[src/rtl/cfg_regfile_shadow_pkg.sv]
// rtl/cfg_regfile_shadow_pkg.sv - shared addresses, command codes and helpers for the config register file
package cfg_regfile_shadow_pkg;

    localparam logic [7:0]  CTRL_ADDR_DEF  = 8'h02;
    localparam logic [7:0]  CMD_ADDR_DEF   = 8'h03;
    localparam logic [7:0]  BASE_ADDR_DEF  = 8'h04;
    localparam logic [7:0]  SHADOW_OFS     = 8'h80;
    localparam logic [7:0]  RD_CNT_ADDR    = 8'hFE;
    localparam logic [7:0]  RD_STAT_ADDR   = 8'hFF;

    localparam logic [15:0] CMD_COMMIT     = 16'h00AA;
    localparam logic [15:0] CMD_DISCARD    = 16'h00CC;

    localparam logic [15:0] CTRL_TRG_ON    = 16'h0001;
    localparam logic [15:0] CTRL_TRG_OFF   = 16'h0000;
    localparam logic [15:0] CTRL_DT_ON     = 16'h0002;
    localparam logic [15:0] CTRL_DT_OFF    = 16'h0003;

    typedef enum logic [2:0] {
        WR_NONE,
        WR_CTRL,
        WR_CMD,
        WR_DATA,
        WR_UNMAPPED
    } wr_kind_e;

    function automatic logic [15:0] status_word(input logic pending, input logic [7:0] err_cnt);
        return {pending, 7'b0, err_cnt};
    endfunction

endpackage

[src/rtl/cfg_regfile_shadow_if.sv]
// rtl/cfg_regfile_shadow_if.sv - write/read command bus between uplink decoder and config register file
interface cfg_regfile_shadow_if #(
    parameter int ADDR_W = 8,
    parameter int DATA_W = 16
);
    logic              wr_in;
    logic [ADDR_W-1:0] wr_addr_in;
    logic [DATA_W-1:0] data_in;
    logic              rd_in;
    logic [ADDR_W-1:0] rd_addr_in;
    logic [DATA_W-1:0] rd_data_out;
    logic              rd_valid_out;
    logic              rd_err_out;

    modport master (
        output wr_in, wr_addr_in, data_in, rd_in, rd_addr_in,
        input  rd_data_out, rd_valid_out, rd_err_out
    );

    modport slave (
        input  wr_in, wr_addr_in, data_in, rd_in, rd_addr_in,
        output rd_data_out, rd_valid_out, rd_err_out
    );
endinterface

[src/rtl/cmd_pulse_gen.sv]
// rtl/cmd_pulse_gen.sv - fixed-length, non-retriggerable command pulse
module cmd_pulse_gen #(
    parameter int PULSE_LEN = 50
) (
    input  logic clk_in,
    input  logic rst_n_in,
    input  logic start_in,
    output logic pulse_out
);
    localparam int CNT_W = $clog2(PULSE_LEN + 1);

    logic [CNT_W-1:0] cnt_q;

    // A start while the count is running is dropped so the pulse never stretches.
    always_ff @(posedge clk_in or negedge rst_n_in) begin
        if (!rst_n_in) begin
            cnt_q <= '0;
        end else if (cnt_q != '0) begin
            cnt_q <= cnt_q - CNT_W'(1);
        end else if (start_in) begin
            cnt_q <= CNT_W'(PULSE_LEN);
        end
    end

    assign pulse_out = (cnt_q != '0);
endmodule

[src/rtl/cfg_regfile_shadow.sv]
// rtl/cfg_regfile_shadow.sv - trigger-board config register file with shadow/commit banks, read-back and command pulses
module cfg_regfile_shadow
    import cfg_regfile_shadow_pkg::*;
#(
    parameter int                        DATA_W    = 16,
    parameter int                        ADDR_W    = 8,
    parameter logic [ADDR_W-1:0]         CTRL_ADDR = ADDR_W'(CTRL_ADDR_DEF),
    parameter logic [ADDR_W-1:0]         CMD_ADDR  = ADDR_W'(CMD_ADDR_DEF),
    parameter logic [ADDR_W-1:0]         BASE_ADDR = ADDR_W'(BASE_ADDR_DEF),
    parameter int                        NUM_REGS  = 18,
    parameter logic [NUM_REGS*DATA_W-1:0] RST_VAL  = '0,
    parameter int                        NUM_CMD   = 2,
    parameter logic [NUM_CMD*DATA_W-1:0] CMD_CODES = {16'h0060, 16'h0055},
    parameter int                        PULSE_LEN = 50
) (
    input  logic                         clk_in,
    input  logic                         rst_n_in,
    cfg_regfile_shadow_if.slave          bus,
    output logic [NUM_REGS*DATA_W-1:0]   cfg_active_out,
    output logic                         commit_pending_out,
    output logic [DATA_W-1:0]            ctrl_reg_out,
    output logic                         trg_enb_out,
    output logic                         data_trans_enb_out,
    output logic [NUM_CMD-1:0]           cmd_pulse_out,
    output logic [15:0]                  config_received_out,
    output logic [7:0]                   wr_err_cnt_out
);
    localparam int IDX_W = (NUM_REGS > 1) ? $clog2(NUM_REGS) : 1;

    if ((NUM_REGS < 1) ||
        (32'(BASE_ADDR) + 32'(SHADOW_OFS) + 32'(NUM_REGS) > 32'(RD_CNT_ADDR))) begin : g_bad_map
        $error("cfg_regfile_shadow: shadow read-back window overlaps status addresses");
    end

    logic [1:0]        rst_sync_q;
    logic              wr_en;
    logic [31:0]       wa;
    logic [31:0]       ra;
    wr_kind_e          wr_kind;
    logic [IDX_W-1:0]  wr_idx;
    logic              do_commit;
    logic              do_discard;

    logic [DATA_W-1:0] ctrl_q;
    logic [DATA_W-1:0] cmd_q;
    logic              trg_enb_q;
    logic              dt_enb_q;
    logic              pending_q;
    logic [15:0]       cfg_cnt_q;
    logic [7:0]        err_cnt_q;

    logic [DATA_W-1:0] active_arr [NUM_REGS];
    logic [DATA_W-1:0] shadow_arr [NUM_REGS];

    logic [IDX_W-1:0]  rd_act_idx;
    logic [IDX_W-1:0]  rd_shd_idx;
    logic [DATA_W-1:0] rd_word;
    logic              rd_miss;
    logic [DATA_W-1:0] rd_data_q;
    logic              rd_valid_q;
    logic              rd_err_q;

    // Reset assertion is immediate; release is held off two edges before writes count.
    always_ff @(posedge clk_in or negedge rst_n_in) begin
        if (!rst_n_in) begin
            rst_sync_q <= 2'b00;
        end else begin
            rst_sync_q <= {rst_sync_q[0], 1'b1};
        end
    end

    assign wr_en = bus.wr_in & rst_sync_q[1];
    assign wa    = 32'(bus.wr_addr_in);
    assign ra    = 32'(bus.rd_addr_in);

    always_comb begin
        wr_kind = WR_NONE;
        wr_idx  = '0;
        if (wr_en) begin
            if (wa == 32'(CTRL_ADDR)) begin
                wr_kind = WR_CTRL;
            end else if (wa == 32'(CMD_ADDR)) begin
                wr_kind = WR_CMD;
            end else if ((wa >= 32'(BASE_ADDR)) && (wa < 32'(BASE_ADDR) + 32'(NUM_REGS))) begin
                wr_kind = WR_DATA;
                wr_idx  = IDX_W'(wa - 32'(BASE_ADDR));
            end else begin
                wr_kind = WR_UNMAPPED;
            end
        end
    end

    assign do_commit  = (wr_kind == WR_CMD) && (bus.data_in == DATA_W'(CMD_COMMIT));
    assign do_discard = (wr_kind == WR_CMD) && (bus.data_in == DATA_W'(CMD_DISCARD));

    for (genvar i = 0; i < NUM_REGS; i++) begin : g_reg
        logic [DATA_W-1:0] shadow_q;
        logic [DATA_W-1:0] active_q;
        logic              sel;

        assign sel = (wr_kind == WR_DATA) && (wr_idx == IDX_W'(i));

        always_ff @(posedge clk_in or negedge rst_n_in) begin
            if (!rst_n_in) begin
                shadow_q <= RST_VAL[i*DATA_W +: DATA_W];
                active_q <= RST_VAL[i*DATA_W +: DATA_W];
            end else begin
                if (sel) begin
                    shadow_q <= bus.data_in;
                end else if (do_discard) begin
                    shadow_q <= active_q;
                end
                if (do_commit) begin
                    active_q <= shadow_q;
                end
            end
        end

        assign active_arr[i]                       = active_q;
        assign shadow_arr[i]                       = shadow_q;
        assign cfg_active_out[i*DATA_W +: DATA_W]  = active_q;
    end

    always_ff @(posedge clk_in or negedge rst_n_in) begin
        if (!rst_n_in) begin
            ctrl_q    <= '0;
            cmd_q     <= '0;
            trg_enb_q <= 1'b0;
            dt_enb_q  <= 1'b0;
            pending_q <= 1'b0;
            cfg_cnt_q <= '0;
            err_cnt_q <= '0;
        end else begin
            if (wr_kind == WR_CTRL) begin
                ctrl_q <= bus.data_in;
                if (bus.data_in == DATA_W'(CTRL_TRG_ON))  trg_enb_q <= 1'b1;
                if (bus.data_in == DATA_W'(CTRL_TRG_OFF)) trg_enb_q <= 1'b0;
                if (bus.data_in == DATA_W'(CTRL_DT_ON))   dt_enb_q  <= 1'b1;
                if (bus.data_in == DATA_W'(CTRL_DT_OFF))  dt_enb_q  <= 1'b0;
            end
            if (wr_kind == WR_CMD) begin
                cmd_q <= bus.data_in;
            end
            if (wr_kind == WR_DATA) begin
                pending_q <= 1'b1;
            end else if (do_commit || do_discard) begin
                pending_q <= 1'b0;
            end
            case (wr_kind)
                WR_CTRL, WR_CMD, WR_DATA: cfg_cnt_q <= cfg_cnt_q + 16'd1;
                WR_UNMAPPED: begin
                    if (err_cnt_q != 8'hFF) err_cnt_q <= err_cnt_q + 8'd1;
                end
                default: ;
            endcase
        end
    end

    for (genvar k = 0; k < NUM_CMD; k++) begin : g_cmd
        logic start;
        assign start = (wr_kind == WR_CMD) && (bus.data_in == CMD_CODES[k*DATA_W +: DATA_W]);

        cmd_pulse_gen #(
            .PULSE_LEN (PULSE_LEN)
        ) u_pulse (
            .clk_in    (clk_in),
            .rst_n_in  (rst_n_in),
            .start_in  (start),
            .pulse_out (cmd_pulse_out[k])
        );
    end

    // Read-back sees register state before any write landing on the same edge.
    always_comb begin
        rd_word    = '0;
        rd_miss    = 1'b0;
        rd_act_idx = IDX_W'(ra - 32'(BASE_ADDR));
        rd_shd_idx = IDX_W'(ra - 32'(BASE_ADDR) - 32'(SHADOW_OFS));
        if (ra == 32'(CTRL_ADDR)) begin
            rd_word = ctrl_q;
        end else if (ra == 32'(CMD_ADDR)) begin
            rd_word = cmd_q;
        end else if ((ra >= 32'(BASE_ADDR)) && (ra < 32'(BASE_ADDR) + 32'(NUM_REGS))) begin
            rd_word = active_arr[rd_act_idx];
        end else if ((ra >= 32'(BASE_ADDR) + 32'(SHADOW_OFS)) &&
                     (ra <  32'(BASE_ADDR) + 32'(SHADOW_OFS) + 32'(NUM_REGS))) begin
            rd_word = shadow_arr[rd_shd_idx];
        end else if (ra == 32'(RD_CNT_ADDR)) begin
            rd_word = DATA_W'(cfg_cnt_q);
        end else if (ra == 32'(RD_STAT_ADDR)) begin
            rd_word = DATA_W'(status_word(pending_q, err_cnt_q));
        end else begin
            rd_miss = 1'b1;
        end
    end

    always_ff @(posedge clk_in or negedge rst_n_in) begin
        if (!rst_n_in) begin
            rd_data_q  <= '0;
            rd_valid_q <= 1'b0;
            rd_err_q   <= 1'b0;
        end else begin
            rd_valid_q <= bus.rd_in;
            rd_err_q   <= bus.rd_in & rd_miss;
            if (bus.rd_in) begin
                rd_data_q <= rd_word;
            end
        end
    end

    assign bus.rd_data_out     = rd_data_q;
    assign bus.rd_valid_out    = rd_valid_q;
    assign bus.rd_err_out      = rd_err_q;

    assign commit_pending_out  = pending_q;
    assign ctrl_reg_out        = ctrl_q;
    assign trg_enb_out         = trg_enb_q;
    assign data_trans_enb_out  = dt_enb_q;
    assign config_received_out = cfg_cnt_q;
    assign wr_err_cnt_out      = err_cnt_q;
endmodule

[src/flat_wrapper.sv]
// flat-port wrapper written by rule: the top's interface ports become plain ports
module cfg_regfile_shadow_flat import cfg_regfile_shadow_pkg::*;
#(
    parameter int                        DATA_W    = 16,
    parameter int                        ADDR_W    = 8,
    parameter logic [ADDR_W-1:0]         CTRL_ADDR = ADDR_W'(CTRL_ADDR_DEF),
    parameter logic [ADDR_W-1:0]         CMD_ADDR  = ADDR_W'(CMD_ADDR_DEF),
    parameter logic [ADDR_W-1:0]         BASE_ADDR = ADDR_W'(BASE_ADDR_DEF),
    parameter int                        NUM_REGS  = 18,
    parameter logic [NUM_REGS*DATA_W-1:0] RST_VAL  = '0,
    parameter int                        NUM_CMD   = 2,
    parameter logic [NUM_CMD*DATA_W-1:0] CMD_CODES = {16'h0060, 16'h0055},
    parameter int                        PULSE_LEN = 50
)
  (clk_in, rst_n_in, cfg_active_out, commit_pending_out, ctrl_reg_out, trg_enb_out, data_trans_enb_out, cmd_pulse_out, config_received_out, wr_err_cnt_out, bus_wr_in, bus_wr_addr_in, bus_data_in, bus_rd_in, bus_rd_addr_in, bus_rd_data_out, bus_rd_valid_out, bus_rd_err_out);
  cfg_regfile_shadow_if #(.ADDR_W(ADDR_W), .DATA_W(DATA_W)) bus_i ();
  input  logic clk_in;
  input  logic rst_n_in;
  output logic [NUM_REGS*DATA_W-1:0] cfg_active_out;
  output logic commit_pending_out;
  output logic [DATA_W-1:0] ctrl_reg_out;
  output logic trg_enb_out;
  output logic data_trans_enb_out;
  output logic [NUM_CMD-1:0] cmd_pulse_out;
  output logic [15:0] config_received_out;
  output logic [7:0] wr_err_cnt_out;
  input wire logic [$bits(bus_i.wr_in)-1:0] bus_wr_in;
  input wire logic [$bits(bus_i.wr_addr_in)-1:0] bus_wr_addr_in;
  input wire logic [$bits(bus_i.data_in)-1:0] bus_data_in;
  input wire logic [$bits(bus_i.rd_in)-1:0] bus_rd_in;
  input wire logic [$bits(bus_i.rd_addr_in)-1:0] bus_rd_addr_in;
  output wire logic [$bits(bus_i.rd_data_out)-1:0] bus_rd_data_out;
  output wire logic [$bits(bus_i.rd_valid_out)-1:0] bus_rd_valid_out;
  output wire logic [$bits(bus_i.rd_err_out)-1:0] bus_rd_err_out;
  assign bus_i.wr_in = bus_wr_in;
  assign bus_i.wr_addr_in = bus_wr_addr_in;
  assign bus_i.data_in = bus_data_in;
  assign bus_i.rd_in = bus_rd_in;
  assign bus_i.rd_addr_in = bus_rd_addr_in;
  assign bus_rd_data_out = bus_i.rd_data_out;
  assign bus_rd_valid_out = bus_i.rd_valid_out;
  assign bus_rd_err_out = bus_i.rd_err_out;
  cfg_regfile_shadow #(.DATA_W(DATA_W), .ADDR_W(ADDR_W), .CTRL_ADDR(CTRL_ADDR), .CMD_ADDR(CMD_ADDR), .BASE_ADDR(BASE_ADDR), .NUM_REGS(NUM_REGS), .RST_VAL(RST_VAL), .NUM_CMD(NUM_CMD), .CMD_CODES(CMD_CODES), .PULSE_LEN(PULSE_LEN)) u_core (.clk_in(clk_in), .rst_n_in(rst_n_in), .bus(bus_i), .cfg_active_out(cfg_active_out), .commit_pending_out(commit_pending_out), .ctrl_reg_out(ctrl_reg_out), .trg_enb_out(trg_enb_out), .data_trans_enb_out(data_trans_enb_out), .cmd_pulse_out(cmd_pulse_out), .config_received_out(config_received_out), .wr_err_cnt_out(wr_err_cnt_out));
endmodule
[config.mk]
export PLATFORM = sky130hd
export DESIGN_NAME = cfg_regfile_shadow_flat
export DESIGN_NICKNAME = d
export VERILOG_FILES = /design/src/rtl/cfg_regfile_shadow_pkg.sv /design/src/rtl/cfg_regfile_shadow_if.sv /design/src/rtl/cmd_pulse_gen.sv /design/src/rtl/cfg_regfile_shadow.sv /design/src/flat_wrapper.sv
export SDC_FILE = /design/constraint.sdc
export NUM_CORES = 1
export LEC_CHECK = 0
export CORE_AREA = 2 2 245 343
export CTS_CLUSTER_SIZE = 10
export DETAILED_ROUTE_END_ITERATION = 8
export DIE_AREA = 0 0 247 345
export PLACE_DENSITY = 0.71
export SYNTH_ARGS = -nofsm -noshare
export SYNTH_HDL_FRONTEND = slang
export SYNTH_SLANG_ARGS = --single-unit
export TNS_END_PERCENT = 5
[constraint.sdc]
create_clock -name clk_in -period 2.9 [get_ports clk_in]
set_clock_uncertainty 0.15 [all_clocks]
set_input_delay 0.58 -clock clk_in [delete_from_list [all_inputs] [get_ports clk_in]]
set_output_delay 0.58 -clock clk_in [all_outputs]
set_load 0.01 [all_outputs]
==> results of run 1 <==
==> cells in the final DEF (no fill, tap or decap), types with 6 or more instances in the layout <==
cell | synthesis | final
a2111oi_0 | 9 | 6
a21o_1 | 50 | 50
a21oi_1 | 28 | 28
a221o_1 | 48 | 48
a22o_1 | 48 | 48
a22oi_1 | 204 | 204
a31oi_1 | 6 | 6
and2_1 | 10 | 9
and3_1 | 55 | 55
buf_12 | 0 | 80
buf_4 | 15 | 219
clkbuf_16 | 0 | 79
clkdlybuf4s50_1 | 0 | 375
dfrtp_1 | 667 | 667
ha_1 | 11 | 10
inv_1 | 16 | 13
mux2_2 | 331 | 331
mux2i_1 | 75 | 75
mux4_2 | 131 | 131
nand2_1 | 259 | 257
nand2b_1 | 15 | 15
nand3_1 | 36 | 36
nand4_1 | 16 | 16
nor2_1 | 66 | 60
nor2_2 | 2 | 6
nor2b_1 | 17 | 16
nor3_1 | 22 | 16
nor3_2 | 0 | 6
nor4_1 | 10 | 6
o21ai_0 | 186 | 186
o21ai_1 | 7 | 7
o221ai_1 | 16 | 14
xnor2_1 | 15 | 15
xor2_1 | 14 | 13
==> stage by stage <==
step	cell area, um^2	hold WS, ps	instances	util (%)	setup WS (ps)
detailed placement	40170	191.3	4197	48.74	-823.9
finish	42550	200.5	4300	51.63	15.31
CTS	42500	204.2	4300	51.57	-24.35
global placement	40170	184.1	4197	48.74	-819.9
floorplan	32920	134.4	2676	-	-161.7
global route	42550	216.0	4300	51.63	-6.005
==> area by class of cell <==
type / instances / share of cell area, %
Clock buffer: 86 / 4.754
Inverter: 17 / 0.1617
Multi-Input combinational cell: 1752 / 35.30
Timing Repair Buffer: 690 / 17.07
Clock inverter: 9 / 0.3146
Sequential cell: 667 / 39.22
Tap cell: 1079 / 3.173
==> cell families after synthesis <==
kind of cell | count (synthesis) | share of synthesized area, %
flops | 667 | 51.20
compound gates | 644 | 13.87
mux | 537 | 22.79
simple gates | 530 | 7.607
buf+inv | 257 | 3.324
xor+xnor | 29 | 0.7791
fa+ha+maj | 11 | 0.4222
other cells | 1 | 0.01150
==> worst max-delay path: cells and delay by family <==
kind                     cells  cell delay, ps
multiplexers                 1             330
AND/OR/NAND/NOR              4            1230
buffers and inverters        5             910
adder cells (fa/ha/maj)      1             120
==> path summary, 6_finish.rpt <==
kind                                 startpoint                           end  depth (start not counted)
max                           bus_wr_addr_in[2]  u_core.g_reg[11].active_q[4]                         11
min reg2reg                u_core.rst_sync_q[0]          u_core.rst_sync_q[1]                          0
min                        u_core.rst_sync_q[0]          u_core.rst_sync_q[1]                          0
max in group asynchronous              rst_n_in  u_core.g_reg[11].active_q[4]                          3
min in group asynchronous              rst_n_in   u_core.g_reg[3].active_q[6]                          2
max reg2reg                u_core.rst_sync_q[1]  u_core.g_reg[14].shadow_q[8]                         10
==> power breakdown <==
part	leakage (nW)	internal [W]	switching, W	total, W
clock network	1.06	0.00502	0.00392	0.00894
logic	9.22	0.000698	0.000933	0.00163
registers	9.25	0.00948	0.000194	0.00968
==> registers in the layout (all words and copies together), names as in the netlist <==
signal and cells:
u_core.g.active_q 288, u_core.g.shadow_q 288, u_core.bus.rd_data_out 16, u_core.cmd_q 16
u_core.config_received_out 16, u_core.ctrl_reg_out 16, u_core.g_cmd.u_pulse.cnt_q 12, u_core.wr_err_cnt_out 8
u_core.rst_sync_q 2, u_core.bus.rd_err_out 1, u_core.bus.rd_valid_out 1, u_core.commit_pending_out 1
u_core.data_trans_enb_out 1, u_core.trg_enb_out 1
==> layer usage <==
layer / wire length, um / vias up / part of all wire [%] / global-route usage (%)
met5: 38 / - / 0.030 / 0
met4: 10720 / 6 / 8.3 / 21.35
met3: 11880 / 332 / 9.2 / 7.530
met2: 57470 / 1543 / 45 / 44.71
met1: 48520 / 13840 / 38 / 38.21
li1: - / 11130 / - / -
==> synthesized netlist by cell type (all sizes together), types with 50 or more instances <==
cell type and number:
dfrtp 667, mux4 131, and3 55, a21o 50, mux2 331, buf 92
mux2i 75, nor2 68, clkbuf 148, o21ai 193, nand2 259, a22oi 204
==> repair_timing <==
item,CTS,global route
gates resized for setup,13,14
hold buffers,1,0
cloned,3,0
buffers inserted,4,0
hold endpoints to repair,33,0
pin swaps,2,0
setup endpoints to repair,501,309
==> results.md, run 1 <==
- Post-route minimum period: 2885 ps
- Number of antenna violations at the first check in global routing: 3
- Number of max-cap violations: 0
- Cell type of the slowest stage on the worst timing path: or4_4
- Top_reg_cell synth: dfrtp_1
- Class of the worst hold path: reg2reg
- Pins over their slew limit: 0
- Layout cells sized above 1: 28.03%
- DRC violation count after routing: 0
- Clock latency at the later pin of the worst-skew pair: 660 ps
- Final period util: 99.47%
- H-tree depth: 3
- Slowest cell delay on critical path: 550 ps
- GRT Overall Usage: 30.09%
- Iteration-0 DRC count of the detailed router: 2645
- Syn Nets: 2723
- Worst endpoint data arrival time: 3250 ps
- Clock Sinks: 667
- Worst Path Required: 3270 ps
- Synthesis-stage register bit count: 667
- Number of buffers inserted during clock tree synthesis: 78
- Nets: 3253
- Setup violation total in the final timing report: 0
- Post-synthesis instance area: 32600 um^2
- Register clock-pin slew on the reported worst setup and hold paths: 60 ps
- Run status: finished clean
- Pin count of the biggest net entering global routing: 87
- Static Leakage: 19.53 nW
- Length of the first detailed-routing pass in iterations: 6
- Area of the core region: 82420 um^2
- Final Total Pwr: 0.02025 W
- Routed via count divided by cell count: 6.245
- Antenna Diode Count: 0
- Core Rows: 125
- Starting density of the core: 39.55%
- Remaining number of nets flagged by the antenna check after routing: 0
- Leftover overflow at the end of global routing: 0
- Number of buffers added on ports: 386
- Critical path class: in2reg
- Post-synth top area share: 51.20%
- Maximum frequency from static timing analysis: 346.7 MHz
- Count of fill cells added during filler insertion: 7011
- Final routed wire length divided by cell count: 29.91 um
- Count of yosys warnings during synthesis: 0
- Largest fanout on the critical path: 61
- Total I/O pin count: 387
- Mean instance size in the synthesized netlist: 12.18 um^2
- Vias in the first global route: 27000
- Area contributors post-synth: dfrtp_1, mux2_2, mux4_2
- Crit-path cells: dlygate4sd2_1 > clkinvlp_4 > ha_4 > or4b_4 > nor4_4 > buf_4 > nand2_2 > or4_4 > buf_12 > buf_12 > mux2_2
- Relative slew margins: 53.56%
- Final-layout setup total negative slack: 0 ps
- Final weighted congestion in routability-driven placement: 1.030
- Unrepaired setup endpoints after global routing: true
- Most frequent cell on the critical path: buf_12
- Final hold violation count: 0
- Maximum root-to-sink buffer count: 3
- Largest area contributor in the synthesized netlist: dfrtp_1
- Critical path launch point type: input port
- Vertical die dimension: 345 um
- Critical path capture point type: flop
- Flop-to-flop setup slack: 220 ps
- Number of vias in the routed layout: 26850
- Slew of the pin with the lowest slew margin: 696.6 ps
- Share of synthesized flip-flops with an asynchronous set or reset: 100.0%
- Count of different cell masters after synthesis: 67
- Die area: 85220 um^2
- Area of the multi-input gates: 15020 um^2
- Cell Pwr Density: 475.8 nW/um^2
- Clock tree from TritonCTS: done
- Total area of sequential cells: 16690 um^2
- Floorplan die width: 247 um
- Number of synthesized flops with an enable pin: 0
- Layout Area Growth over Synthesis: 30.53%
- Sequential share of the synthesized area: 51.20%
- HPWL after DPL: 91400 um
- Number of standard cells after synthesis: 2676
- First-pass GRT wire length: 187900 um
- DRT Wirelength: 128600 um
- Clock tree root buffer cell: clkbuf_16
- Peak supply drop: 0.4866 mV
Power figures use the tool's default switching activity.
==> inputs of run 2 (changes only) <==
--- a/config.mk
+++ b/config.mk
@@ -9,6 +9,7 @@
 export CTS_CLUSTER_SIZE = 10
 export DETAILED_ROUTE_END_ITERATION = 8
 export DIE_AREA = 0 0 247 345
+export HOLD_SLACK_MARGIN = 0.06
 export PLACE_DENSITY = 0.71
 export SYNTH_ARGS = -nofsm -noshare
 export SYNTH_HDL_FRONTEND = slang
==> results of run 2 <==
Same layout as run 1: the final DEF is identical, and so are final timing and power.
